### src/rtl/if_fetch.sv
// if_fetch: instruction-fetch stage feeding IF/ID; owns the PC, drives the ibus req/ack handshake
// and keeps a one-entry skid buffer. Define IF_ALIGN_CHECK_EN to trap misaligned fetch addresses.
module if_fetch #(
  parameter logic [31:0] RESET_PC = 32'h0000_0000
) (
  input  logic        clk,
  input  logic        rst,
  input  logic [5:0]  stall,
  input  logic        flush,
  input  logic [31:0] new_pc,
  input  logic        branch_flag_i,
  input  logic [31:0] branch_target_address_i,
  output logic        ibus_req_o,
  output logic [31:0] ibus_addr_o,
  input  logic        ibus_ack_i,
  input  logic [31:0] ibus_rdata_i,
  output logic [31:0] if_pc,
  output logic [31:0] if_inst,
  output logic        if_valid,
  output logic        stallreq_o,
  output logic        inst_adel_o
);

  typedef enum logic [1:0] {StIdle, StReq, StHold, StDrain} state_e;

  state_e      r_state;
  logic [31:0] r_pc;
  logic        r_br_pend;
  logic [31:0] r_br_target;
  logic [31:0] r_buf;
  logic [31:0] r_bufpc;
  logic [31:0] r_pend_pc;
  logic        r_adel;

  logic        w_br_take;
  logic [31:0] w_next_pc;
  logic        w_misalign;
  logic        w_unused_stall;

  assign w_unused_stall = ^{stall[5:3], stall[0]};

  // A branch leaving ID in the same cycle as the delay-slot fetch completes redirects immediately.
  assign w_br_take = branch_flag_i & ~stall[2];
  assign w_next_pc = w_br_take ? branch_target_address_i :
                     r_br_pend ? r_br_target : (r_pc + 32'd4);

`ifdef IF_ALIGN_CHECK_EN
  assign w_misalign = (r_state == StReq) && (r_pc[1:0] != 2'b00);
`else
  assign w_misalign = 1'b0;
`endif

  always_ff @(posedge clk or negedge rst) begin
    if (!rst) begin
      r_state     <= StIdle;
      r_pc        <= RESET_PC;
      r_br_pend   <= 1'b0;
      r_br_target <= 32'h0;
      r_buf       <= 32'h0;
      r_bufpc     <= 32'h0;
      r_pend_pc   <= 32'h0;
      r_adel      <= 1'b0;
    end else begin
      // Latch by default; later assignments below take priority (flush / consumed branch).
      if (w_br_take) begin
        r_br_pend   <= 1'b1;
        r_br_target <= branch_target_address_i;
      end
      unique case (r_state)
        StIdle: begin
          if (flush) begin
            r_pc      <= new_pc;
            r_br_pend <= 1'b0;
          end
          r_state <= StReq;
        end
        StReq: begin
          if (w_misalign) begin
            if (flush) begin
              r_pc      <= new_pc;
              r_br_pend <= 1'b0;
            end else begin
              r_buf   <= 32'h0;
              r_bufpc <= r_pc;
              r_adel  <= 1'b1;
              r_state <= StHold;
            end
          end else if (ibus_ack_i) begin
            if (flush) begin
              r_pc      <= new_pc;
              r_br_pend <= 1'b0;
            end else if (!stall[1]) begin
              r_pc      <= w_next_pc;
              r_br_pend <= 1'b0;
            end else begin
              r_buf   <= ibus_rdata_i;
              r_bufpc <= r_pc;
              r_state <= StHold;
            end
          end else if (flush) begin
            r_pend_pc <= new_pc;
            r_br_pend <= 1'b0;
            r_state   <= StDrain;
          end
        end
        StHold: begin
          if (flush) begin
            r_pc      <= new_pc;
            r_br_pend <= 1'b0;
            r_adel    <= 1'b0;
            r_state   <= StReq;
          end else if (!stall[1] && !r_adel) begin
            r_pc      <= w_next_pc;
            r_br_pend <= 1'b0;
            r_state   <= StReq;
          end
        end
        StDrain: begin
          if (flush) begin
            r_pend_pc <= new_pc;
            r_br_pend <= 1'b0;
          end
          // The outstanding bus cycle must finish before redirecting.
          if (ibus_ack_i) begin
            r_pc    <= flush ? new_pc : r_pend_pc;
            r_state <= StReq;
          end
        end
        default: r_state <= StIdle;
      endcase
    end
  end

  always_comb begin
    ibus_req_o  = 1'b0;
    ibus_addr_o = 32'h0;
    if_pc       = r_pc;
    if_inst     = 32'h0;
    if_valid    = 1'b0;
    stallreq_o  = 1'b0;
    unique case (r_state)
      StIdle: ;
      StReq: begin
        if (w_misalign) begin
          if_valid = 1'b1;
        end else begin
          ibus_req_o  = 1'b1;
          ibus_addr_o = r_pc;
          stallreq_o  = ~ibus_ack_i;
          if (ibus_ack_i) begin
            if_inst  = ibus_rdata_i;
            if_valid = 1'b1;
          end
        end
      end
      StHold: begin
        if_pc    = r_bufpc;
        if_inst  = r_buf;
        if_valid = 1'b1;
      end
      StDrain: begin
        ibus_req_o  = 1'b1;
        ibus_addr_o = r_pc;
        stallreq_o  = 1'b1;
      end
      default: ;
    endcase
  end

  assign inst_adel_o = w_misalign | ((r_state == StHold) & r_adel);

endmodule
### config.mk
export PLATFORM = sky130hd
export DESIGN_NAME = if_fetch
export DESIGN_NICKNAME = d
export VERILOG_FILES = /design/src/rtl/if_fetch.sv
export SDC_FILE = /design/constraint.sdc
export NUM_CORES = 1
export LEC_CHECK = 0
export ABC_AREA = 0
export ABC_CLOCK_PERIOD_IN_PS = 3800
export BUFFER_PORTS_ARGS = -buffer_cell sky130_fd_sc_hd__buf_2
export CAP_MARGIN = 40
export CORE_ASPECT_RATIO = 1.75
export CORE_MARGIN = 8
export CORE_UTILIZATION = 60
export CTS_CLUSTER_SIZE = 12
export DETAILED_ROUTE_END_ITERATION = 10
export PLACE_DENSITY = 0.86
export SYNTH_ARGS = -nofsm -noshare
export SYNTH_HDL_FRONTEND = slang
export SYNTH_SLANG_ARGS = --single-unit
export TNS_END_PERCENT = 1
### constraint.sdc
create_clock -name clk -period 3.8 [get_ports clk]
set_input_delay 0.76 -clock clk [delete_from_list [all_inputs] [get_ports clk]]
set_output_delay 0.76 -clock clk [all_outputs]
set_load 0.05 [all_outputs]
======== Word-level counts from Yosys, hierarchy flattened ========
Index checks and enable logic that the tools add are counted.
word-level totals
  bits in registers ....................... 163
  latch bits .............................. 0
  memory bits (writable) .................. 0
  memory bits (read-only) ................. 0
  input port bits ......................... 107
  word-level logic and storage cells ...... 66
  memories ................................ 0
cells by class
  add/subtract/negate cells ............... 1
  multipliers ............................. 0
  div/mod/pow operators ................... 0
  magnitude comparators ................... 0
  equal/unequal tests ..................... 12
  shift operators ......................... 0
  multiplexer cells ....................... 33
  bitwise logic cells ..................... 4
  reduce and logical (&&, ||, !) cells .... 9
operator list
  cell                                                 number
  2-to-1 mux 32 bit                                    12
  one-hot mux 32 bit (2 select lines)                  2
  one-hot mux 32 bit (4 select lines)                  1
  adder 32 x 3 -> 32 bit, second input constant        1
  != test 3 bit, second input constant                 5
  2-to-1 mux 2 bit                                     7
  AND reduction 5 bit                                  2
  != test 2 bit, second input constant                 4
  one-hot mux 2 bit (4 select lines)                   1
  2-to-1 mux 1 bit                                     7
  equality test 2 bit, second input constant           2
  one-hot mux 1 bit (2 select lines)                   2
  AND reduction 4 bit                                  1
  OR reduction 2 bit                                   2
  NOT 1 bit                                            3
  one-hot mux 1 bit (3 select lines)                   1
  equality test 2 x 1 -> 1 bit, second input constant  1
  logical NOT 2 bit                                    1
  AND reduction 2 bit                                  1
  nonzero test 2 bit                                   1
  bitwise AND 1 bit                                    1
  logical NOT 1 bit                                    1

======== Logic depth before layout (Yosys ltp) ========
  depth after elaboration ................. 7
  mapped depth ............................ 10
  mapped depth without buffers ............ 7

======== Worst setup path after synthesis ========
OpenSTA, ideal clock, no wires.
  path type ............................... register -> output
  start point ............................. register r_state[0]
  end point ............................... output if_pc[27]
  data arrival time ....................... 2.345 ns
  required time ........................... 3.040 ns
  slack ................................... 0.695 ns
  stages on the path, launching flop included .. 7
  path buffers ............................ 3
  cells stage by stage .................... dfrtp_1 inv_1 ha_1 buf_2 buf_1 clkbuf_1 o21ai_0
between the ends
  cells in the longest elaborated chain, start to end .. 2
RTL lines
  item                      RTL line  source
  start: declaration        26        state_e r_state;
  start signal: assignment  55        r_state <= StIdle;
  start signal: assignment  75        r_state <= StReq;
  start signal: assignment  86        r_state <= StHold;
  equality test 2 bit       141       unique case (r_state)
  2-to-1 mux 32 bit         141
  end: declaration          17        output logic [31:0] if_pc,
Every way passes these cells.

======== Worst setup path in the final report ========
  start point ............................. register r_state[0]
  end point ............................... output if_pc[16]
Same word-level chain as after synthesis.

==> run summary <==
Crit-path slowest cell = ha_2
Worst setup EP type = output port
Slew Viols, Final = 0
Syn nets = 1153
DR iter-0 viols = 951
Post-cts hold buffer count = 0
Post-synth cell types = 79
CP startpoint kind = flip-flop
All-Layer GR Usage = 28.6%
Clk root buf = clkbuf_16
First-pass GRT wire length = 47700 µm
Outcome = completed
CP Class = flip-flop to output port
P_sw = 5.69 mW
Layout Nets = 1311
P_leak = 5.27 nW
Vias in the first global route = 9081
Die height = 186 µm
Fillers = 1263
Post_cts resized = 0
WP data arrival = 2.49 ns
Flop pwr share = 28.1%
Initial antenna violation count = 2
Clock Sinks = 163
Post-DP HPWL = 21200 µm
Power Density = 970 nW/µm²
Post-synthesis cell count = 1040
I/O Buffers = 201
Crit-path cells = inv_1, ha_2, buf_12, mux2_2, buf_2
Seq/Total Area, Yosys = 41.2%
Core area = 16300 µm²
Synth-to-layout area growth = 16.9%
Sw frac = 50.8%
Total gr overflow = 0
Count leader, synth = dfrtp_1
Final hold violation count = 0
Chip width = 113 µm
Tcrit/Tclk final = 85.7%
WL/cell = 21.3 µm
Syn. warnings = 0
Fraction of layout cells with a size suffix above 1 = 33.3%
Later-pin clock latency in the skew report = 0.43 ns
Worst EP required = 3.04 ns
Die Area = 21000 µm²
TritonRoute pass-1 iters = 6
Yosys reg bits = 163
Clock period minus worst slack = 3.25 ns
Crit path max fanout = 48
Setup_tns = 0 ns
Post-CTS Repair Setup Buffers = 0
Post-Syn Area = 9900 µm²
Hold WC Path Type = input port to async pin
Total internal power = 5.52 mW
CTS tree = done
Inserted Clock Buffers = 17
Reg2reg path depth = 8
Final Util = 71.0%
Final Skew = 0.0111 ns
Residual DRC = 0
WL final = 30000 µm
Ports = 207
Gpl congestion = 0.881
Initial Utilization = 60.7%
Synth top cells by count = dfrtp_1, nand2_1, mux2_2, o21ai_0, nor2b_1
Clock power frac = 14.4%
Syn avg cell area = 9.52 µm²
Vias/cell = 6.54
Synth area leaders = dfrtp_1, mux2_2, nand2_1, nor2b_1, a22oi_1
Routed via count = 9184
RSZ-0062 raised after global routing = no
Largest net degree at the start of global routing = 84
Top FF cell, synth = dfrtp_1
Largest stage delay, worst path = 0.57 ns
Max Cap Viol = 0
Worst slew margin = 39.2%
H-tree levels = 4
Setup-failing EPs final = 0
EDFF count, synth = 0
Gate power share = 57.5%
Area leader, netlist = dfrtp_1
Fmax = 0.307 GHz
Max VDD drop = 0.000499 V
Site Rows = 62
Worst-Margin Slew = 0.911 ns
Clock-pin slew on the worst setup and hold paths = 0.07 ns
Post-synth top area share = 41.2%
Ys async rst share = 100%
Post-route ant nets = 0
Clock buffer depth = 2
[final cells by class]
type                       instances  area (µm²)  share of cell area, %
multi-input combinational        770        5340                   46.2
sequential                       163        4080                   35.3
timing repair buffer             230        1290                   11.2
clock buffer                      19         443                   3.83
tap                              192         240                   2.08
clock inverter                    13         103                  0.887
inverter                          16        60.1                  0.519
antenna                            2        5.00                 0.0433
[state kept, by name, summed over array words and instances (netlist names)]
signal,count
r_br_pend,1
r_state,2
r_pend_pc,32
r_br_target,32
r_pc,32
r_bufpc,32
r_buf,32
[stage by stage]
step                power (mW)  cell area [µm²]  setup WS [ns]  cells  hold WS [ns]
finish                    11.2            11600          0.545   1405         0.380
detailed placement        9.55            11000          0.940   1371         0.459
global placement          9.32            11000          0.875   1369         0.449
CTS                       11.2            11600          0.531   1403         0.409
global route              11.8            11600          0.451   1405         0.450
floorplan                 7.92             9900          0.695   1040         0.437
[critical path: cells and delay by family (launching register included)]
kind	cells	cell delay [ns]
buffers and inverters	3	0.68
adder cells (fa/ha/maj)	1	0.57
flip-flops	1	0.41
multiplexers	1	0.40
[power groups by stage]
stage	registers, mW	logic (mW)	clock network, mW
after floorplan	2.84	5.08	0
after global placement	3.09	6.22	0
after detailed placement	3.15	6.40	0
after CTS	3.12	6.43	1.64
after global routing	3.23	6.87	1.71
final	3.15	6.45	1.62
[final timing paths]
kind / startpoint / to / slack [ns]
setup / recovery: r_state[0] / if_pc[16] / 0.55
hold / removal: rst / r_buf[12] / 0.38
setup reg to reg: r_state[0] / r_pc[23] / 1.18
hold reg to reg: r_br_target[7] / r_br_target[7] / 0.47
max in group asynchronous: rst / r_pend_pc[25] / 2.42
min in group clk: r_br_target[7] / r_br_target[7] / 0.47
[per-layer routing]
layer	GRT usage, %	vias up	part of all wire (%)
li1	-	4141	-
met1	34.5	4443	39
met2	47.1	506	49
met3	5.65	94	8.2
met4	15.9	0	4.0
met5	0	-	0
[cell families (layout without fill, tap and decap cells)]
family	after synthesis	count (layout)	synth area share (%)
buf+inv	107	278	4.91
fa+ha+maj	6	6	0.759
flops	163	163	41.2
simple gates	349	349	17.9
xor+xnor	8	8	0.708
compound gates	276	276	19.8
other cells	1	3	0.0379
mux	130	130	14.7
[placed cells by master (no fill, tap or decap), drive strengths merged, types with 6 or more instances in the layout]
cell / n
buf: 230
dfrtp: 163
nand2: 139
mux2: 121
o21ai: 71
nor2b: 65
a22oi: 51
nor2: 44
nand3: 25
a21oi: 23
inv: 20
clkbuf: 19
nor3: 15
o221ai: 15
o211ai: 14
nand4: 13
a221oi: 12
nor4: 12
a31oi: 9
a21o: 9
mux2i: 9
a22o: 8
o21a: 6
and3b: 6
clkinvlp: 6
a211oi: 6
nand2b: 6
ha: 6
(Power assumes the default switching activity.)
